`config.mk`:
```
export PLATFORM = sky130hd
export DESIGN_NAME = hall_position_decoder
export DESIGN_NICKNAME = d
export VERILOG_FILES = /design/src/rtl/hall_pkg.sv /design/src/rtl/hall_debounce.sv /design/src/rtl/hall_position_decoder.sv
export SDC_FILE = /design/constraint.sdc
export NUM_CORES = 1
export LEC_CHECK = 0
export CELL_PAD_IN_SITES_DETAIL_PLACEMENT = 0
export CELL_PAD_IN_SITES_GLOBAL_PLACEMENT = 1
export CORE_AREA = 2 2 116 118
export CTS_CLUSTER_SIZE = 40
export DETAILED_ROUTE_END_ITERATION = 10
export DIE_AREA = 0 0 118 120
export GPL_TIMING_DRIVEN = 0
export PLACE_DENSITY = 0.81
export SYNTH_ARGS = -nofsm -noshare
export SYNTH_HDL_FRONTEND = slang
export SYNTH_SLANG_ARGS = --single-unit
```
`constraint.sdc`:
```
create_clock -name CLK -period 5.55 [get_ports CLK]
set_input_delay 0.8325 -clock CLK [delete_from_list [all_inputs] [get_ports CLK]]
set_output_delay 0.8325 -clock CLK [all_outputs]
set_load 0.01 [all_outputs]
```
`src/rtl/hall_pkg.sv`:
```
// Shared definitions for the hall position decoder.
// Holds the hall code constants, the empty-sector marker, the tracker
// state encoding and the hall code to sector lookup.
package hall_pkg;

    localparam logic [2:0] SECTOR_NONE = 3'd7;

    localparam logic [2:0] ILLEGAL_000 = 3'b000;
    localparam logic [2:0] ILLEGAL_111 = 3'b111;

    // {hall1,hall2,hall3} code seen in each sector
    localparam logic [2:0] CODE_S0 = 3'b101;
    localparam logic [2:0] CODE_S1 = 3'b100;
    localparam logic [2:0] CODE_S2 = 3'b110;
    localparam logic [2:0] CODE_S3 = 3'b010;
    localparam logic [2:0] CODE_S4 = 3'b011;
    localparam logic [2:0] CODE_S5 = 3'b001;

    typedef enum logic {
        INIT  = 1'b0,
        TRACK = 1'b1
    } hall_state_t;

    function automatic logic [2:0] hall_to_sector(input logic [2:0] code);
        logic [2:0] sec;
        case (code)
            CODE_S0: sec = 3'd0;
            CODE_S1: sec = 3'd1;
            CODE_S2: sec = 3'd2;
            CODE_S3: sec = 3'd3;
            CODE_S4: sec = 3'd4;
            CODE_S5: sec = 3'd5;
            default: sec = SECTOR_NONE;
        endcase
        return sec;
    endfunction

endpackage

```
`src/rtl/hall_debounce.sv`:
```
// Hall input conditioner: 2-FF synchroniser on the three hall lines followed
// by a stability timer. A code is accepted once it has been sampled
// DEBOUNCE_CYCLES consecutive times and differs from the last accepted code,
// so a glitch that returns to the old code produces no accept at all.
// Ports:
//   CLK, reset_n   clock, async active-low reset
//   hall_raw[2:0]  {hall1,hall2,hall3}, asynchronous to CLK
//   code[2:0]      last accepted code
//   accept         1-cycle pulse when code takes a new value
module hall_debounce
    import hall_pkg::*;
#(
    parameter int DEBOUNCE_CYCLES = 16
) (
    input  logic       CLK,
    input  logic       reset_n,
    input  logic [2:0] hall_raw,
    output logic [2:0] code,
    output logic       accept
);

    localparam logic [15:0] STABLE_LOAD = 16'(DEBOUNCE_CYCLES - 1);

    logic [2:0]  sync1, sync2, cand;
    logic [15:0] stable_cnt, stable_cnt_nxt;
    logic        changed, hit;

    assign changed = (sync2 != cand);

    // Down-counter: reaching zero means DEBOUNCE_CYCLES equal samples seen.
    always_comb begin
        stable_cnt_nxt = stable_cnt;
        hit            = 1'b0;
        if (changed) begin
            stable_cnt_nxt = STABLE_LOAD;
            hit            = (DEBOUNCE_CYCLES == 1);
        end else if (stable_cnt != 16'd0) begin
            stable_cnt_nxt = stable_cnt - 16'd1;
            hit            = (stable_cnt == 16'd1);
        end
    end

    always_ff @(posedge CLK or negedge reset_n) begin
        if (!reset_n) begin
            sync1      <= ILLEGAL_000;
            sync2      <= ILLEGAL_000;
            cand       <= ILLEGAL_000;
            stable_cnt <= 16'd0;
            code       <= ILLEGAL_000;
            accept     <= 1'b0;
        end else begin
            sync1      <= hall_raw;
            sync2      <= sync1;
            cand       <= sync2;
            stable_cnt <= stable_cnt_nxt;
            accept     <= hit && (sync2 != code);
            if (hit) begin
                code <= sync2;
            end
        end
    end

endmodule

```
`src/rtl/hall_position_decoder.sv`:
```
// Hall position decoder: debounced hall code -> sector 0..5, signed step
// count for the commutation controller, direction, step strobe and sticky
// error reporting for illegal codes and skipped sectors.
// Optional windowed velocity estimate when HALL_VELOCITY_EN is defined;
// otherwise velocity and vel_valid are tied low.
// Ports:
//   CLK, reset_n          clock, async active-low reset
//   hall1..hall3          raw hall lines
//   zero_pos, clear_error synchronous pulses
//   position, sector, direction, step_strobe, hall_error, error_count
//   velocity, vel_valid   windowed step rate
//
// state | meaning
// INIT  | no trusted sector; waiting for first legal accepted code
// TRACK | sector valid; accepted codes counted as steps or flagged
module hall_position_decoder
    import hall_pkg::*;
#(
    parameter int DEBOUNCE_CYCLES = 16,
    parameter int VEL_WINDOW      = 100000,
    parameter int ERR_CNT_W       = 8
) (
    input  logic                 CLK,
    input  logic                 reset_n,
    input  logic                 hall1,
    input  logic                 hall2,
    input  logic                 hall3,
    input  logic                 zero_pos,
    input  logic                 clear_error,
    output logic signed [31:0]   position,
    output logic [2:0]           sector,
    output logic                 direction,
    output logic                 step_strobe,
    output logic                 hall_error,
    output logic [ERR_CNT_W-1:0] error_count,
    output logic signed [15:0]   velocity,
    output logic                 vel_valid
);

    localparam logic signed [31:0] POS_MAX = 32'sh7FFF_FFFF;
    localparam logic signed [31:0] POS_MIN = 32'sh8000_0000;

    logic [2:0]  acc_code, new_sector, sector_d, sec_up, sec_dn;
    logic        accept, legal, sector_ld, step_up, step_dn, err_evt;
    hall_state_t state, state_nxt;

    hall_debounce #(.DEBOUNCE_CYCLES(DEBOUNCE_CYCLES)) u_debounce (
        .CLK      (CLK),
        .reset_n  (reset_n),
        .hall_raw ({hall1, hall2, hall3}),
        .code     (acc_code),
        .accept   (accept)
    );

    assign new_sector = hall_to_sector(acc_code);
    assign legal      = (new_sector != SECTOR_NONE);
    assign sec_up     = (sector == 3'd5) ? 3'd0 : sector + 3'd1;
    assign sec_dn     = (sector == 3'd0) ? 3'd5 : sector - 3'd1;

    always_ff @(posedge CLK or negedge reset_n) begin
        if (!reset_n) state <= INIT;
        else          state <= state_nxt;
    end

    always_comb begin
        state_nxt = state;
        case (state)
            INIT:    if (accept && legal)  state_nxt = TRACK;
            TRACK:   if (accept && !legal) state_nxt = INIT;
            default: state_nxt = INIT;
        endcase
    end

    always_comb begin
        sector_ld = 1'b0;
        sector_d  = sector;
        step_up   = 1'b0;
        step_dn   = 1'b0;
        err_evt   = 1'b0;
        if (accept) begin
            case (state)
                INIT: begin
                    if (legal) begin
                        sector_ld = 1'b1;
                        sector_d  = new_sector;
                    end
                end
                TRACK: begin
                    sector_ld = 1'b1;
                    sector_d  = new_sector;
                    if (!legal)                    err_evt = 1'b1;
                    else if (new_sector == sec_up) step_up = 1'b1;
                    else if (new_sector == sec_dn) step_dn = 1'b1;
                    else if (new_sector != sector) err_evt = 1'b1;
                end
                default: ;
            endcase
        end
    end

    // zero_pos has priority: the coincident step is dropped entirely,
    // but the sector still follows the hall code.
    always_ff @(posedge CLK or negedge reset_n) begin
        if (!reset_n) begin
            sector      <= SECTOR_NONE;
            position    <= 32'sd0;
            direction   <= 1'b1;
            step_strobe <= 1'b0;
        end else begin
            if (sector_ld) sector <= sector_d;
            step_strobe <= 1'b0;
            if (zero_pos) begin
                position <= 32'sd0;
            end else if (step_up || step_dn) begin
                step_strobe <= 1'b1;
                direction   <= step_up;
                if (step_up && position != POS_MAX)      position <= position + 32'sd1;
                else if (step_dn && position != POS_MIN) position <= position - 32'sd1;
            end
        end
    end

    // An error in the same cycle as clear_error leaves a fresh count of one.
    always_ff @(posedge CLK or negedge reset_n) begin
        if (!reset_n) begin
            hall_error  <= 1'b0;
            error_count <= '0;
        end else if (err_evt) begin
            hall_error <= 1'b1;
            if (clear_error)             error_count <= ERR_CNT_W'(1);
            else if (error_count != '1)  error_count <= error_count + 1'b1;
        end else if (clear_error) begin
            hall_error  <= 1'b0;
            error_count <= '0;
        end
    end

`ifdef HALL_VELOCITY_EN
    localparam int              WIN_W    = $clog2(VEL_WINDOW);
    localparam logic [WIN_W-1:0] WIN_LOAD = WIN_W'(VEL_WINDOW - 1);

    logic [WIN_W-1:0]   win_cnt;
    logic signed [15:0] vel_acc;
    logic               cnt_up, cnt_dn;

    assign cnt_up = step_up & ~zero_pos;
    assign cnt_dn = step_dn & ~zero_pos;

    // A step landing on the terminal cycle seeds the next window.
    always_ff @(posedge CLK or negedge reset_n) begin
        if (!reset_n) begin
            win_cnt   <= WIN_LOAD;
            vel_acc   <= 16'sd0;
            velocity  <= 16'sd0;
            vel_valid <= 1'b0;
        end else if (win_cnt == '0) begin
            win_cnt   <= WIN_LOAD;
            velocity  <= vel_acc;
            vel_valid <= 1'b1;
            vel_acc   <= cnt_up ? 16'sd1 : (cnt_dn ? -16'sd1 : 16'sd0);
        end else begin
            win_cnt   <= win_cnt - 1'b1;
            vel_valid <= 1'b0;
            if (cnt_up && vel_acc != 16'sh7FFF)      vel_acc <= vel_acc + 16'sd1;
            else if (cnt_dn && vel_acc != 16'sh8000) vel_acc <= vel_acc - 16'sd1;
        end
    end
`else
    localparam int unused_vel_window = VEL_WINDOW;
    assign velocity  = 16'sd0;
    assign vel_valid = 1'b0;
`endif

endmodule

```
* After elaboration in Yosys (flattened, before gate mapping)
Cells that the tools add are included.
Operators by class: $add $sub $neg 6, eq/ne operators 18, mux-type cells 42, bitwise operators 2, reductions and logical operators 18
Operators by type and width (count):
- 32-bit two-way mux | 4
- 32-bit != test, second input constant | 2
- 32-bit by 2-bit adder with 32-bit output, second input constant | 1
- 16-bit two-way mux | 2
- 8-bit two-way mux | 4
- 32-bit by 2-bit subtractor with 32-bit output, second input constant | 1
- 1-bit two-way mux | 25
- 3-bit one-hot mux with 6 select lines | 1
- 16-bit by 1-bit == test with 1-bit output, second input constant | 1
- 16-bit nonzero test | 1
- 16-bit by 1-bit subtractor with 16-bit output, second input constant | 1
- 3-bit == test, second input constant | 4
- 3-bit two-way mux | 3
- 3-bit != test | 3
- 8-bit by 1-bit adder with 8-bit output, second input constant | 1
- 8-bit != test, second input constant | 1
- 2-bit nonzero test | 4
- 3-bit by 2-bit == test with 1-bit output, second input constant | 2
- 3-bit == test | 2
- 3-bit one-hot mux with 2 select lines | 1
- 2-bit AND reduction | 3
- 1-bit logical AND | 5
- 1-bit one-hot mux with 2 select lines | 2
- 3-bit by 1-bit adder with 3-bit output, second input constant | 1
- other kinds (10) | 11
Word-level totals: register bits after elaboration 76, output and inout bits 63, word-level logic and storage cells 99

* Depth between registers and ports, before layout
Gate-level depths: netlist of run 1.
depth in word-level cells 13, mapped depth 20

* Modules after synthesis
From an unflattened synthesis of run 1, not the netlist that was laid out.
Second synthesis, totals: cells, all modules 647, area total of the unflattened synthesis 5783.0 sq um
By module, submodules not included:
- hall_position_decoder | times used 1, cells an instance 520, area an instance 4413.0 sq um, sequential area each 1181.1 sq um
- hall_debounce | times used 1, cells an instance 127, area an instance 1370.1 sq um, sequential area each 725.7 sq um

* Worst setup path after synthesis of run 1
OpenSTA, ideal clock, no wires.
path type register -> register, from register sector[0], to register position[24], setup time 0.122 ns, arrival 4.831 ns, slack 0.597 ns, cell stages (with the launch flop) 20, period minus slack after synthesis 4.953 ns, cells stage by stage dfstp_2 -> buf_6 -> clkbuf_1 -> and3_1 -> a21oi_1 -> o211ai_1 -> nand2_1 -> nor2_2 -> inv_1 -> fa_1 -> nand3_1 -> nand2_1 -> a31oi_1 -> o21ai_0 -> a31o_2 -> nand3_1 -> o21ai_0 -> a311o_1 -> a211o_1 -> a32o_1
On the way: cells in the longest elaborated chain, start to end 11, elaborated cells between the ends (all ways) 26, those cells by class add/sub: 2; eq/ne: 3; mux: 14; reduce/logical: 7
Ends and longest elaborated chain:
- from (decl) | line hall_position_decoder.sv:31 | output logic [2:0] sector,
- from (signal assigned) | line hall_position_decoder.sv:110 | if (sector_ld) sector <= sector_d;
- 3-bit by 1-bit subtractor with 3-bit output (tied with other cells) | line hall_position_decoder.sv:58 | assign sec_dn = (sector == 3'd0) ? 3'd5 : sector - 3'd1;
- 3-bit two-way mux, on equally long branches | line hall_position_decoder.sv:58, hall_position_decoder.sv:57
- 3-bit == test, on equally long branches | line hall_position_decoder.sv:93, hall_position_decoder.sv:92
- 1-bit two-way mux, on equally long branches | line hall_position_decoder.sv:93, hall_position_decoder.sv:92
- 1-bit two-way mux, on equally long branches | line hall_position_decoder.sv:92, hall_position_decoder.sv:91
- 1-bit two-way mux, on equally long branches | line hall_position_decoder.sv:91, hall_position_decoder.sv:81
- 1-bit two-way mux, on equally long branches | line hall_position_decoder.sv:81, hall_position_decoder.sv:80
- 1-bit two-way mux or 1-bit logical AND (tied branches) | line hall_position_decoder.sv:80, hall_position_decoder.sv:117
- 1-bit logical AND (tied with other cells) | line hall_position_decoder.sv:118 | else if (step_dn && position != POS_MIN) position <= position - 32'sd1;
- 3-bit nonzero test (no source line) (tied with other cells)
- 2-bit AND reduction (no source line) or 32-bit two-way mux (tied branches)
- to (signal assigned) | line hall_position_decoder.sv:117 | if (step_up && position != POS_MAX) position <= position + 32'sd1;
- to (signal assigned) | line hall_position_decoder.sv:118
- to (decl) | line hall_position_decoder.sv:30 | output logic signed [31:0] position,
Parallel ways exist; a longest one is shown, timed or not. The select of a mux whose other input is x is not followed. A chain may end at the register's enable or synchronous reset.

* Final worst setup path of run 1
from register sector[2], to register position[24]
Same word-level chain as after synthesis.

==> run_results.csv, run 1 <==
group,metric,value,unit
layout,drive_above_1_share,0.0923,
synthesis,ys_warn_count,0,
power,total_power,1.25,mW
clocking,cts_tree,"yes",
job,drv_cap,0,
power,comb_power_share,0.037,
power,swShare,0.210,
timing,fin_crit,5.18,ns
power,power_density,189,mW/mm²
critical_path,worstSetupPathType,"reg -> reg",
layout,area_growth,21.9,%
global_route,grt_max_degree,68,
timing,holdWs,0.336,ns
die,row_count,42,
clocking,cts_max_level,3,
synthesis,async_reset_ff_frac,1.00,
synthesis,yosys-mux-area-fraction,0.0166,
timing,hold_violations,0,
timing,finalSetupViolations,0,
clocking,cts_sinks,76,
synthesis,synth_flop_cell,"dfrtp_1",
clocking,clk_path_buf_depth,2,
synthesis,synth_adder_area_share,0.0983,
routing,wire_per_inst,15.4,µm
power,clkPwrFrac,0.512,
global_route,grtUsageTotal,0.198,
clocking,cts.clk_slew.worst_paths,0.06,ns
synthesis,yosys.area_share.simple,0.199,
routing,first_pass_iters,5,
synthesis,synth_area_leader_cell,"dfrtp_1",
global_route,grt_remaining_overflow,0,
timing,max-slew-margin-rel,0.551,
global_route,grt_pass1_vias,4725,
power,p_sw,262,µW
synthesis,syn_avg_cell_area,8.80,µm²
routing,wl,13.5,mm
placement,gp_congestion,0.885,
routing,avgViaCountPerCell,5.50,
critical_path,required,5.77,ns
synthesis,synth_xor_area_frac,0.0759,
clocking,clock-root-buffer,"clkbuf_16",
timing,tightest_slew,0.669,ns
timing,fin_crit_sh,0.933,
synthesis,synth_top_cells_by_area,"dfrtp_1 (33%), ha_1 (9.5%), a21oi_1 (5.5%)",
global_route,antenna_found_initial,0,
critical_path,crit_arrival,5.39,ns
status,outcome,"finished clean",
placement,hpwl,9.77,mm
die,start_util,0.418,
die,dieArea,0.0142,mm²
timing,fmax,193,MHz
synthesis,ys_seq_area_frac,0.352,
routing,ant_nets,0,
placement,port_buffers,51,
die,dieWidth,118,µm
synthesis,synth-edff-count,0,
power,irDropWorstVdd,128,µV
die,pin_count,70,
timing,drv_slew,0,
critical_path,start_kind,"flop",
synthesis,synth-seq-cells,76,
critical_path,endpoint_kind,"flop",
global_route,grt_pass1_wl,22.9,mm
timing,fin_skew,0.00838,ns
die,die_y,120,µm
synthesis,synth_top_family_by_area,"compound AO/OA/AOI/OAI gates",
power,internal_power,984,µW
layout,n_antenna_cell,0,
clocking,numCtsBuffers,9,
routing,drc,0,
synthesis,synth.distinct_cells,67,
synthesis,yosysMostFrequentCell,"dfrtp_1",
timing,rsz0062_at_grt,"no",
synthesis,synth_compound_area_frac,0.204,
synthesis,ys_top_cells_by_count,"dfrtp_1 (72), nor2_1 (69), a21oi_1 (60)",
routing,detailroute.via_count,4839,
min_path,hold_path.class,"in -> async",
critical_path,crit_fanout,13,
routing,first_iter_violations,215,
synthesis,yosys.area.top_type_share,0.332,
synthesis,syn_area,0.00542,mm²
power,sequentialPowerShare,0.451,
die,coreArea,0.0130,mm²
synthesis,netlist_instances,616,
clocking,insertion_delay,0.33,ns
layout,nets,748,
power,p_leak,2.98,nW
layout,fill_cells,1223,
## routing by layer
metal	GRT usage	vias up	part of all wire
met4	0.0640	0	0.011
met1	0.261	2352	0.48
li1	-	2404	-
met3	0.0299	12	0.024
met5	0	-	0
met2	0.334	71	0.49
## logic make-up after synthesis
kind of cell / after synthesis
AO/OA/AOI/OAI: 171
multiplexers: 8
flip-flops: 76
XOR/XNOR: 47
buffers and inverters: 57
other: 1
AND/OR/NAND/NOR: 214
adder cells (fa/ha/maj): 42
## final timing paths
check | slack (ns) | depth (start not counted) | start | endpoint
min in group CLK | 0.34 | 0 | u_debounce.sync1[2] | u_debounce.sync2[2]
max | 0.37 | 19 | sector[2] | position[24]
max reg2reg | 0.37 | 19 | sector[2] | position[24]
max in group asynchronous | 4.63 | 2 | reset_n | direction
min reg2reg | 0.34 | 0 | u_debounce.sync1[2] | u_debounce.sync2[2]
min | 0.34 | 1 | reset_n | position[9]
## registers in the layout, summed over array words and instances (netlist names), named ones only
name and flops:
direction 1, u_debounce.code 3, u_debounce.cand 3, hall_error 1
position 32, error_count 8, u_debounce.stable_cnt 16, u_debounce.sync1 3
u_debounce.accept 1, step_strobe 1, sector 3, u_debounce.sync2 3
## critical path, cell delays in order, from the launching register on
cell	delay [ns]
dfstp_2	0.57
clkbuf_1	0.31
and3_1	0.23
a21oi_1	0.05
o211ai_1	0.28
nand2_1	0.19
nor2_4	0.34
clkinvlp_4	0.13
buf_4	0.19
fa_1	0.43
nand3_1	0.11
nand2_1	0.08
a31oi_1	0.35
o21ai_1	0.25
a31o_2	0.34
nand3_1	0.12
o21ai_0	0.15
a311o_1	0.40
a211o_1	0.29
a32o_1	0.25
## final cells by class
class,count,area [µm²],share of cell area
flip-flops and latches,76,1910,0.289
multi-input cells,499,3290,0.497
repair buffers,57,573,0.0867
clock inverters,5,82.6,0.0125
inverters,14,56.3,0.00852
repair inverters,1,7.51,0.00114
well taps,176,220,0.0333
plain buffers,41,231,0.0350
clock buffers,11,243,0.0367
## repair_timing
item | in CTS | in global routing
hold buffers | 0 | 0
buffers inserted | 5 | 0
setup endpoints to repair | 8 | 3
cloned | 1 | 0
gates resized for setup | 3 | 2
endpoints found under the hold margin | 0 | 0
## power by group through the flow
stage / Sequential, mW / Combinational, mW / Clock (mW)
floorplan: 0.571 / 0.0254 / 0
global placement: 0.571 / 0.0443 / 0
detailed placement: 0.571 / 0.0470 / 0
CTS: 0.561 / 0.0472 / 0.646
global route: 0.562 / 0.0523 / 0.678
finish: 0.561 / 0.0465 / 0.638
## through the flow
step                worst slack, ns   util  area, µm²  TNS [ns]  cells
floorplan                     0.597      -       5480         0    632
global placement             -0.391  0.479       6210     -1.37    859
detailed placement           -0.468  0.480       6240     -2.03    860
CTS                           0.124  0.510       6620         0    882
global route                 0.0139  0.509       6610         0    880
finish                        0.374  0.509       6610         0    880
## cell usage in the layout, fill, tap and decap left out, types with 6 or more instances in the layout
cell type        instances
and3_1                   6
a211oi_1                 6
ha_1                    41
a21oi_1                 60
a21o_1                  11
xnor2_1                 25
inv_1                   13
o21a_1                   7
a22o_1                   9
clkbuf_16                9
nand4_1                 19
nor2_1                  69
clkdlybuf4s50_1         50
conb_1                  17
nand2_1                 39
nand2b_1                 8
buf_4                   23
nand3_1                 12
or3_1                    9
nor4_1                  13
clkbuf_1                17
nor3_1                  12
xor2_1                  22
o21ai_0                 25
a31oi_1                 10
dfrtp_1                 72
Note: power is estimated with default switching activity, not from simulation.
==> run 2, diff against run 1 <==
--- a/config.mk
+++ b/config.mk
@@ -12,7 +12,7 @@
 export DETAILED_ROUTE_END_ITERATION = 10
 export DIE_AREA = 0 0 118 120
 export GPL_TIMING_DRIVEN = 0
-export PLACE_DENSITY = 0.81
+export PLACE_DENSITY = 0.92
 export SYNTH_ARGS = -nofsm -noshare
 export SYNTH_HDL_FRONTEND = slang
 export SYNTH_SLANG_ARGS = --single-unit
==> run 2 against run 1 <==
Compared with the run above: sequential power about the same; critical endpoint unchanged; final cell count decreased by 0.11%; register-to-register slack got worse by 0.06 ns; critical path type unchanged; largest cell class unchanged; largest power group unchanged; core utilization about the same; worst hold slack improved by 0.0058 ns; clock skew decreased by 0.00073 ns.
==> run_results.csv, run 2 (synthesis gave the netlist of run 1 again) <==
group,metric,value,unit
status,outcome,"finished clean",
critical_path,crit_arrival,5.47,ns
power,swShare,0.213,
power,power_density,189,mW/mm²
timing,max-slew-margin-rel,0.571,
timing,fin_crit,5.24,ns
placement,gp_congestion,0.874,
clocking,clock-root-buffer,"clkbuf_16",
placement,port_buffers,51,
global_route,grt_pass1_vias,4647,
die,die_y,120,µm
power,clkPwrFrac,0.514,
min_path,hold_end,"u_debounce.sync2[1]",
routing,detailroute.via_count,4892,
timing,hold_violations,0,
clocking,cts_hold_buf,0,
die,coreArea,0.0130,mm²
timing,fin_skew,0.00765,ns
layout,area_growth,22.0,%
timing,holdWs,0.342,ns
layout,fill_cells,1234,
global_route,grt_pass1_wl,22.3,mm
clocking,cts_tree,"yes",
die,row_count,42,
power,p_leak,2.99,nW
critical_path,cp_slowest_cell,"dfstp_2",
clocking,cts_sinks,76,
critical_path,worstSetupPathType,"reg -> reg",
power,sequentialPowerShare,0.449,
critical_path,crit_family,"compound AO/OA/AOI/OAI gates",
die,pin_count,70,
global_route,grt_max_degree,51,
layout,mostFrequentLayoutCells,"dfrtp_1 (72), nor2_1 (69), a21oi_1 (60)",
die,start_util,0.418,
timing,rsz0062_at_grt,"no",
critical_path,crit_start,"sector[2]",
routing,drc,0,
clocking,clk_path_buf_depth,2,
placement,place_area,0.00624,mm²
routing,avgViaCountPerCell,5.57,
critical_path,start_kind,"flop",
layout,reg_top3,"position (32), u_debounce.stable_cnt (16), error_count (8)",
timing,fin_crit_sh,0.944,
critical_path,required,5.78,ns
layout,n_antenna_cell,0,
job,drv_cap,0,
power,internal_power,984,µW
layout,design_area,0.00661,mm²
timing,finalSetupViolations,0,
critical_path,rr_startpoint,"sector[2]",
clocking,numCtsBuffers,9,
clocking,cts_max_level,3,
layout,final_common_cell,"dfrtp_1",
critical_path,path_buf_inv,3,
global_route,grtUsageTotal,0.192,
global_route,grt_remaining_overflow,0,
routing,ant_nets,0,
timing,drv_slew,0,
routing,first_pass_iters,5,
die,dieArea,0.0142,mm²
power,p_sw,266,µW
critical_path,rrSetupSlack,0.31,ns
routing,wire_per_inst,15.2,µm
critical_path,crit_chain,"clkbuf_1 > and3_1 > a21oi_1 > o211ai_1 > nand2_1 > nor2_4 > clkinvlp_4 > buf_4 > fa_1 > nand3_1 > nand2_1 > a31oi_1 > o21ai_0 > a31o_2 > nand3_1 > o21ai_0 > a311o_1 > a211o_1 > a32o_1",
die,dieWidth,118,µm
routing,wl,13.4,mm
clocking,insertion_delay,0.34,ns
timing,finalSetupTns,0,ns
timing,fmax,191,MHz
timing,tightest_slew,0.639,ns
min_path,hold_path.class,"reg -> reg",
layout,nets,747,
min_path,whs_path_depth,0,
critical_path,worstReg2RegEnd,"position[24]",
layout,post-route-util,0.509,
routing,first_iter_violations,367,
clocking,cts.clk_slew.worst_paths,0.06,ns
critical_path,crit_fanout,11,
power,irDropWorstVdd,130,µV
critical_path,endpoint_kind,"flop",
layout,drive_above_1_share,0.0910,
critical_path,r2r_cells,19,
layout,largest_register_ffs,32,
layout,regMostFlops,"position",
critical_path,slowest_delay,0.58,ns
global_route,antenna_found_initial,0,
placement,hpwl,9.76,mm
min_path,hp-start,"u_debounce.sync1[1]",
power,comb_power_share,0.037,
## run 2: changes by cell type in the layout (fill, tap and decap cells not counted), sizes merged
cell | previous run | this run
buf | 32 | 31
## run 2: what timing repair did
| action | 4_1_cts | 5_1_grt |
|---|---|---|
| buffers inserted | 4 | 0 |
| endpoints found under the setup margin | 7 | 4 |
| gates cloned | 1 | 0 |
| resized for setup | 3 | 1 |
| pin swaps | 0 | 1 |
## run 2: routing by layer
metal | wire length, µm | up-vias | GRT usage
met5 | 0 | - | 0
met4 | 191 | 0 | 0.0550
met3 | 659 | 25 | 0.0309
met2 | 6620 | 128 | 0.333
met1 | 5910 | 2337 | 0.248
li1 | - | 2402 | -
## run 2: final cells by class
| cell class | count | area [µm²] | area share |
|---|---|---|---|
| plain buffers | 41 | 231 | 0.0350 |
| clock buffers | 11 | 243 | 0.0367 |
| clock inverters | 5 | 82.6 | 0.0125 |
| inverters | 14 | 56.3 | 0.00851 |
| multi-input cells | 499 | 3290 | 0.497 |
| flip-flops and latches | 76 | 1910 | 0.288 |
| well taps | 176 | 220 | 0.0333 |
| repair buffers | 56 | 578 | 0.0874 |
| repair inverters | 1 | 7.51 | 0.00114 |
## run 2: worst max-delay path by stage
stage,to,slack [ns],cells after the start
floorplan,position[24],0.60,19
global placement,position[24],-0.27,19
detailed placement,position[31],-0.41,19
CTS,position[31],0.17,20
global route,position[24],0.008,19
finish,position[24],0.31,19
## run 2: per-stage QoR
step	setup WS, ns	std cells	total power [mW]
floorplan	0.597	632	0.596
CTS	0.167	881	1.26
global route	0.00767	879	1.29
global placement	-0.269	859	0.615
finish	0.310	879	1.25
detailed placement	-0.410	860	0.618
## run 2: power groups by stage
stage	Clock, mW	Combinational, mW	Sequential [mW]
detailed placement	0	0.0470	0.571
global placement	0	0.0438	0.571
global route	0.676	0.0519	0.562
floorplan	0	0.0254	0.571
CTS	0.653	0.0472	0.561
finish	0.642	0.0465	0.561
